[src/rtl/deser_pkg.sv]
// Shared definitions for the serial-in/parallel-out deserializer.
//   state_t        FSM encoding (S_DATA collects data bits, S_PAR waits for the parity bit)
//   clog2          ceiling log2 with a floor of 1, used to size the bit counter
//   DEFAULT_WIDTH  default word width
package deser_pkg;

    typedef enum logic [0:0] {
        S_DATA = 1'b0,
        S_PAR  = 1'b1
    } state_t;

    localparam int DEFAULT_WIDTH = 8;

    function automatic int clog2(input int n);
        int r;
        r = 0;
        while ((1 << r) < n) r++;
        return (r < 1) ? 1 : r;
    endfunction

endpackage

[src/rtl/sipo_deserializer_bit_counter.sv]
// Mod-WIDTH up-counter with enable and wrap flag.
//   clk   clock
//   rst   asynchronous, active-high reset (count returns to 0)
//   en    count enable
//   wrap  high when enabled on the last count (WIDTH-1); counter returns to 0 on that edge
module bit_counter
    import deser_pkg::*;
#(
    parameter int WIDTH = DEFAULT_WIDTH
) (
    input  logic clk,
    input  logic rst,
    input  logic en,
    output logic wrap
);

    localparam int CW = clog2(WIDTH);
    localparam logic [CW-1:0] LAST = CW'(WIDTH - 1);

    logic [CW-1:0] cnt;

    assign wrap = en && (cnt == LAST);

    always_ff @(posedge clk or posedge rst) begin
        if (rst) begin
            cnt <= '0;
        end else if (en) begin
            cnt <= wrap ? '0 : cnt + 1'b1;
        end
    end

endmodule

[src/rtl/sipo_deserializer.sv]
// Serial-in/parallel-out deserializer with a one-word output holding register.
// Optional even-parity bit after each word, enabled by defining PARITY_CHECK_EN.
//   clk         clock
//   rst         asynchronous, active-high reset
//   d           serial data bit
//   d_valid     d is sampled on this posedge when 1
//   m_data      assembled word, stable while m_valid=1
//   m_valid     word available
//   m_ready     consumer accepts word when m_valid & m_ready
//   overrun     sticky, a completed word was dropped because the holding register was full
//   ovr_clr     synchronous clear of overrun (a same-cycle set wins)
//   parity_err  one-cycle pulse on parity mismatch (always 0 without PARITY_CHECK_EN)
//
// state  | meaning
// S_DATA | collecting WIDTH data bits
// S_PAR  | next valid bit is the even-parity bit for the word in the shift register
module sipo_deserializer
    import deser_pkg::*;
#(
    parameter int WIDTH     = DEFAULT_WIDTH,
    parameter bit MSB_FIRST = 1'b0
) (
    input  logic             clk,
    input  logic             rst,
    input  logic             d,
    input  logic             d_valid,
    output logic [WIDTH-1:0] m_data,
    output logic             m_valid,
    input  logic             m_ready,
    output logic             overrun,
    input  logic             ovr_clr,
    output logic             parity_err
);

    logic [WIDTH-1:0] sreg;
    logic [WIDTH-1:0] sreg_nxt;
    logic [WIDTH-1:0] cword;
    logic             cnt_en;
    logic             wrap;
    logic             complete;

    bit_counter #(.WIDTH(WIDTH)) u_bit_counter (
        .clk  (clk),
        .rst  (rst),
        .en   (cnt_en),
        .wrap (wrap)
    );

    // After WIDTH shifts the first bit received sits at the end selected by MSB_FIRST.
    always_comb begin
        sreg_nxt = sreg;
        if (MSB_FIRST) begin
            sreg_nxt = {sreg[WIDTH-2:0], d};
        end else begin
            sreg_nxt = {d, sreg[WIDTH-1:1]};
        end
    end

`ifdef PARITY_CHECK_EN
    state_t state;
    logic   par_bit;
    logic   par_fail;

    // The parity bit is not shifted in, so the shift register holds the word during S_PAR.
    assign cnt_en   = d_valid && (state == S_DATA);
    assign par_bit  = d_valid && (state == S_PAR);
    assign complete = par_bit && ((^sreg) == d);
    assign par_fail = par_bit && ((^sreg) != d);
    assign cword    = sreg;

    always_ff @(posedge clk or posedge rst) begin
        if (rst) begin
            state      <= S_DATA;
            parity_err <= 1'b0;
        end else begin
            parity_err <= par_fail;
            case (state)
                S_DATA:  if (wrap)    state <= S_PAR;
                S_PAR:   if (d_valid) state <= S_DATA;
                default:              state <= S_DATA;
            endcase
        end
    end
`else
    // Word is complete on the edge that samples its last bit, so load the shifted value directly.
    assign cnt_en     = d_valid;
    assign complete   = wrap;
    assign cword      = sreg_nxt;
    assign parity_err = 1'b0;
`endif

    always_ff @(posedge clk or posedge rst) begin
        if (rst) begin
            sreg <= '0;
        end else if (cnt_en) begin
            sreg <= sreg_nxt;
        end
    end

    always_ff @(posedge clk or posedge rst) begin
        if (rst) begin
            m_data  <= '0;
            m_valid <= 1'b0;
            overrun <= 1'b0;
        end else begin
            if (complete) begin
                // A same-cycle handshake frees the holding register, so no bubble and no loss.
                if (!m_valid || m_ready) begin
                    m_data  <= cword;
                    m_valid <= 1'b1;
                end
            end else if (m_valid && m_ready) begin
                m_valid <= 1'b0;
            end

            if (complete && m_valid && !m_ready) begin
                overrun <= 1'b1;
            end else if (ovr_clr) begin
                overrun <= 1'b0;
            end
        end
    end

endmodule

[config.mk]
export PLATFORM = sky130hd
export DESIGN_NAME = sipo_deserializer
export DESIGN_NICKNAME = d
export VERILOG_FILES = /design/src/rtl/deser_pkg.sv /design/src/rtl/sipo_deserializer_bit_counter.sv /design/src/rtl/sipo_deserializer.sv
export SDC_FILE = /design/constraint.sdc
export NUM_CORES = 1
export LEC_CHECK = 0
export ABC_AREA = 1
export CORE_ASPECT_RATIO = 1.2
export CORE_MARGIN = 10
export CORE_UTILIZATION = 43
export DETAILED_ROUTE_END_ITERATION = 6
export PLACE_DENSITY = 0.76
export SLEW_MARGIN = 5
export SYNTH_ARGS = -nofsm -noshare
export SYNTH_HDL_FRONTEND = slang
export SYNTH_SLANG_ARGS = --single-unit
[constraint.sdc]
create_clock -name clk -period 1.15 [get_ports clk]
set_input_delay 0.1725 -clock clk [delete_from_list [all_inputs] [get_ports clk]]
set_output_delay 0.1725 -clock clk [all_outputs]
set_load 0.01 [all_outputs]
==> results.cfg, run 1 <==
[status]
status = complete, but fails checks
violations = setup timing

[detailed_routing]
vias = 633
wl_um = 1660
drtIter0Drc = 13
antenna_left = 0
dr.pass1.iters = 4
drc_errors = 0
wl_per_cell_um = 12.8
viasPerCell = 4.91

[worst_setup_path]
cp_max_fo = 8
worstReg2RegStart = u_bit_counter.cnt[1]
reg2regPathDepth = 7
r2r_slack_ps = -40
cp_slowest_cell = dfrtp_1
critical_path.endpoint_type = flop
timing_worst_setup_path_type = flop to flop
path_cells = ha_2, ha_4, nand2_8, inv_8, nand2_8, nand2_1, nand2_1
critPathLaunchType = flop
cp.arrival_ps = 1380
startpoint = u_bit_counter.cnt[1]
worstPathRequired_ps = 1340
reg2reg_to = m_data[1]
cp-endpoint = m_data[1]
cpPeakStageDelay_ps = 370

[sta]
fin_ws_ps = -37.3
finalCritPeriodShare = 1.03
max_freq_mhz = 842
skew_ps = 2.84
hold_viol = 0
slew_viol_final = 0
finalSetupViolations = 9
rsz0062_at_grt = yes
finalCriticalPeriod_ps = 1190

[clock_network]
cts_max_level = 1
clkSlewWorstSetupHoldPaths_ps = 100
cts_root_buffer = clkbuf_4
clk_latency_ps = 290
cts_made_buffers = 3
clk_path_buf_depth = 2
cts_num_sinks = 20
hold_buffers = 0
cts_tree = done

[global_route]
grt_pass1_wl_um = 2830
antenna_found_initial = 0
grt_max_degree = 21
grt.total_usage = 0.0891
overflow = 0
first_global_vias = 661

[layout]
nNetsFinal = 120
final.fill_count = 137
antenna_cells = 0
final_util = 0.605
drive_above_1_share = 0.173
syn_to_final_growth_pct = 35.9
design_area_sq_um = 1110
fin_cells = 129

[placement]
postPlaceCellArea_sq_um = 1020
dp_hpwl_um = 1220
globalplace.congestion = 0.758
portBuffers = 15
dp.cells = 123

[pwr]
power_mw = 2.09
p_per_area_nw_per_um2 = 1880
worst_ir_drop_vdd_uv = 702
leakage_nw = 0.554

[floorplan]
die_height_um = 67.7
die_area_sq_um = 4040
placementRows = 17
initial_core_util = 0.445
design.core.area_sq_um = 1830
ios = 17
dieWidth_um = 59.7

[logic_synthesis]
synth_area_sq_um = 815
yosys_register_bits = 20
synth_warnings = 0
syn_area_per_cell_sq_um = 9.26
yosysSeqAreaShare = 0.614
netlist_instances = 88
synth_cell_types = 14
synth_fp_nets = 96

[min_path]
hold_class = input port to asynchronous set/reset pin

[run]
maxCapViolations = 0
-- per-stage QoR --
| stage | setup slack (ps) | setup TNS [ps] | hold WS [ps] |
|---|---|---|---|
| after floorplan | 17.6 | 0 | 136 |
| after global placement | -23.7 | -119 | 455 |
| after detailed placement | -64.6 | -431 | 463 |
| after CTS | -51.0 | -389 | 199 |
| after global routing | -108 | -764 | 248 |
| final | -37.3 | -253 | 198 |
-- synth_stat cells --
library cell | count | area (sq um)
nand2_1 | 23 | 86.3
dfrtp_1 | 20 | 500
inv_1 | 11 | 41.3
nand3_1 | 10 | 50.1
o21ai_0 | 7 | 35.0
a21oi_1 | 3 | 15.0
buf_2 | 3 | 15.0
nor2_1 | 3 | 11.3
ha_1 | 2 | 25.0
nand2_2 | 2 | 12.5
buf_4 | 1 | 7.51
clkinv_2 | 1 | 5.00
conb_1 | 1 | 3.75
o22ai_1 | 1 | 6.26
-- where the power goes --
part	switching [mW]	internal [mW]
Sequential	0.126	0.907
Combinational	0.362	0.379
Clock	0.192	0.122
-- registers in the layout, indices dropped and copies added (netlist names) --
signal             flops
u_bit_counter.cnt      3
sreg                   7
overrun                1
m_valid                1
m_data                 8
-- layer usage --
metal | GRT usage | routed length [um] | share of wire
met1 | 0.0850 | 624 | 0.38
met3 | 0.0281 | 138 | 0.083
met5 | 0 | 0 | 0
met4 | 0.0506 | 32 | 0.019
met2 | 0.162 | 860 | 0.52
-- worst min-delay path by stage --
| stage | endpoint | slack (ps) | depth (start not counted) |
|---|---|---|---|
| floorplan | m_data[0] | 140 | 1 |
| global placement | m_data[4] | 460 | 2 |
| detailed placement | m_data[6] | 460 | 2 |
| CTS | m_data[1] | 200 | 3 |
| global route | m_data[3] | 250 | 3 |
| finish | m_data[0] | 200 | 3 |
-- kinds of logic (layout without fill, tap and decap cells) --
logic type | count (synthesis) | after routing | share of synthesized area
buffers and inverters | 16 | 38 | 0.0845
adders and majority gates | 2 | 2 | 0.0307
other | 1 | 1 | 0.00460
AOI/OAI and AO/OA | 11 | 11 | 0.0691
DFF | 20 | 20 | 0.614
and+or+nand+nor | 38 | 38 | 0.197
-- layout by cell type (no fill, tap or decap) --
master           instances
clkbuf_4                 3
dfrtp_1                 20
a21oi_1                  3
o21ai_0                  7
inv_1                   11
nand3_1                 10
buf_4                    7
inv_8                    1
conb_1                   1
inv_4                    1
ha_2                     1
nand2_1                 21
nor2_1                   3
ha_4                     1
clkdlybuf4s15_1         10
clkdlybuf4s50_1          5
o22ai_2                  1
nand2_8                  2
nand2_2                  2
-- layout make-up --
| cell class | instances | area, sq um | area share |
|---|---|---|---|
| timing repair buffer | 22 | 203 | 0.183 |
| clock buffer | 3 | 22.5 | 0.0203 |
| timing repair inverter | 1 | 6.26 | 0.00565 |
| inverter | 12 | 52.6 | 0.0475 |
| tap | 19 | 23.8 | 0.0215 |
| multi-input combinational | 52 | 299 | 0.270 |
| sequential | 20 | 500 | 0.452 |
-- repair_timing --
action | in CTS | in global routing
hold endpoints to repair | 0 | 0
pin swaps | 3 | 0
buffers inserted | 1 | 1
setup endpoints to repair | 18 | 14
resized for setup | 21 | 8
cloned | 1 | 0
-- worst max-delay path: cells and delay by family (launching register included) --
kind | cells | cell delay, ps
AND/OR/NAND/NOR | 4 | 260
buffers and inverters | 1 | 90
flip-flops | 1 | 370
adder cells (fa/ha/maj) | 2 | 370
Power figures use the tool's default switching activity.
==> inputs of run 2 (changes only) <==
--- a/config.mk
+++ b/config.mk
@@ -11,6 +11,7 @@
 export CORE_UTILIZATION = 43
 export DETAILED_ROUTE_END_ITERATION = 6
 export PLACE_DENSITY = 0.76
+export RECOVER_POWER = 100
 export SLEW_MARGIN = 5
 export SYNTH_ARGS = -nofsm -noshare
 export SYNTH_HDL_FRONTEND = slang
==> run 2 against run 1 <==
The flow still finishes with violations (setup timing); sequential power is essentially flat; clock-buffer cell count is the same; worst hold slack gained 220 ps; combinational power is essentially flat; fmax grew 0.12%; critical path depth is the same; design area shrank 0.23%; die area is the same; wire length is the same; total power is essentially flat.
==> results.cfg, run 2 (synthesis results as in run 1) <==
[detailed_routing]
dr.pass1.iters = 4
wl_per_cell_um = 12.8
antenna_left = 0
wl_um = 1660
drtIter0Drc = 13
viasPerCell = 4.99
drc_errors = 0
vias = 644

[global_route]
grt_pass1_wl_um = 2830
met3_usage = 0.0281
grt_max_degree = 21
grtUsageMet2 = 0.162
busiest_layer = met2
antenna_found_initial = 0
grt.total_usage = 0.0891
grt_util_met1 = 0.0850
first_global_vias = 661
overflow = 0

[placement]
postPlaceCellArea_sq_um = 1020
pre_cts_ws_ps = -64.6
dp_hpwl_um = 1220
globalplace.congestion = 0.758
dp.cells = 123
portBuffers = 15

[floorplan]
placementRows = 17
die_height_um = 67.7
ios = 17
die_area_sq_um = 4040
initial_core_util = 0.445
design.core.area_sq_um = 1830
dieWidth_um = 59.7

[worst_setup_path]
cp_slowest_cell = dfrtp_1
cp_max_fo = 8
cpPeakStageDelay_ps = 370
cp.arrival_ps = 1380
reg2regPathDepth = 7
path_cells = ha_2, ha_4, nand2_8, inv_8, nand2_8, nand2_1, nand2_1
worstPathRequired_ps = 1340
critical_path.endpoint_type = flop
critPathLaunchType = flop
timing_worst_setup_path_type = flop to flop
crit_buf_inv = 1
crit_family = flip-flops
cp.depth = 7

[layout]
largest_reg_flops = 8
top_regs = m_data x8, sreg x7, u_bit_counter.cnt x3
layout_common_cells = 21 x nand2_1, 20 x dfrtp_1, 11 x inv_1
syn_to_final_growth_pct = 35.6
final_common_cell = nand2_1
drive_above_1_share = 0.173
largest-register = m_data
design_area_sq_um = 1100
fin_cells = 129
nNetsFinal = 120
antenna_cells = 0

[sta]
slew_viol_final = 0
max_freq_mhz = 843
finalSetupTns_ps = -244
finalCriticalPeriod_ps = 1190
hold_viol = 0
finalSetupViolations = 9
rsz0062_at_grt = yes
finalCritPeriodShare = 1.03
skew_ps = 3.09
fin_ws_ps = -35.9

[status]
status = complete, but fails checks
violations = setup timing

[run]
maxCapViolations = 0

[clock_network]
cts_num_sinks = 20
clk_latency_ps = 290
cts_max_level = 1
clkSlewWorstSetupHoldPaths_ps = 100
cts_made_buffers = 3
cts_root_buffer = clkbuf_4
hold_buffers = 0
clk_path_buf_depth = 2
cts_tree = done

[min_path]
hold_class = input port to asynchronous set/reset pin

[pwr]
leakage_nw = 0.553
p_per_area_nw_per_um2 = 1890
worst_ir_drop_vdd_uv = 702
power_mw = 2.09
==> run 2: changes by cell type in the layout (fill, tap and decap cells not counted) <==
cell | previous run | this run
buf_4 | 7 | 6
clkbuf_2 | 0 | 1
clkdlybuf4s50_1 | 5 | 4
dlygate4sd3_1 | 0 | 1
==> run 2: worst paths after layout <==
path	start	end	slack, ps
setup / recovery	u_bit_counter.cnt[1]	m_data[1]	-40
min in group clk	ovr_clr	overrun	460
hold / removal	rst	m_data[0]	420
max in group asynchronous	rst	sreg[5]	410
setup reg to reg	u_bit_counter.cnt[1]	m_data[1]	-40
hold reg to reg	m_data[6]	m_data[6]	490
==> run 2: repair_timing <==
action	CTS	global route
endpoints found under the setup margin	18	14
pin swaps	3	0
cloned	1	0
gates resized for setup	21	8
setup buffers	1	1
==> run 2: power breakdown <==
part / internal, mW / total (mW) / switching (mW)
combinational: 0.377 / 0.740 / 0.363
sequential: 0.907 / 1.03 / 0.125
clock: 0.122 / 0.314 / 0.192
==> run 2: final cells by class <==
| class | count | area, sq um |
|---|---|---|
| fillers | 138 | 724 |
| multi-input cells | 52 | 299 |
| flip-flops and latches | 20 | 500 |
| repair buffers | 22 | 200 |
| repair inverters | 1 | 6.26 |
| clock buffers | 3 | 22.5 |
| well taps | 19 | 23.8 |
| inverters | 12 | 52.6 |
==> run 2: stage by stage <==
step	utilization	hold slack, ps
2_1_floorplan	-	136
3_3_place_gp	0.556	455
3_5_place_dp	0.556	463
4_1_cts	0.588	199
5_1_grt	0.604	465
6_report	0.604	416
==> run 2: worst reg2reg max path, delay by kind of cell, from the launching register on <==
| kind | cells | cell delay (ps) |
|---|---|---|
| adder cells (fa/ha/maj) | 2 | 370 |
| buffers and inverters | 1 | 90 |
| flip-flops | 1 | 370 |
| AND/OR/NAND/NOR | 4 | 260 |
==> run 2: layer usage <==
metal,up-vias,routed length (um)
li1,318,-
met1,304,626
met2,20,858
met3,2,137
met4,0,32
met5,-,0
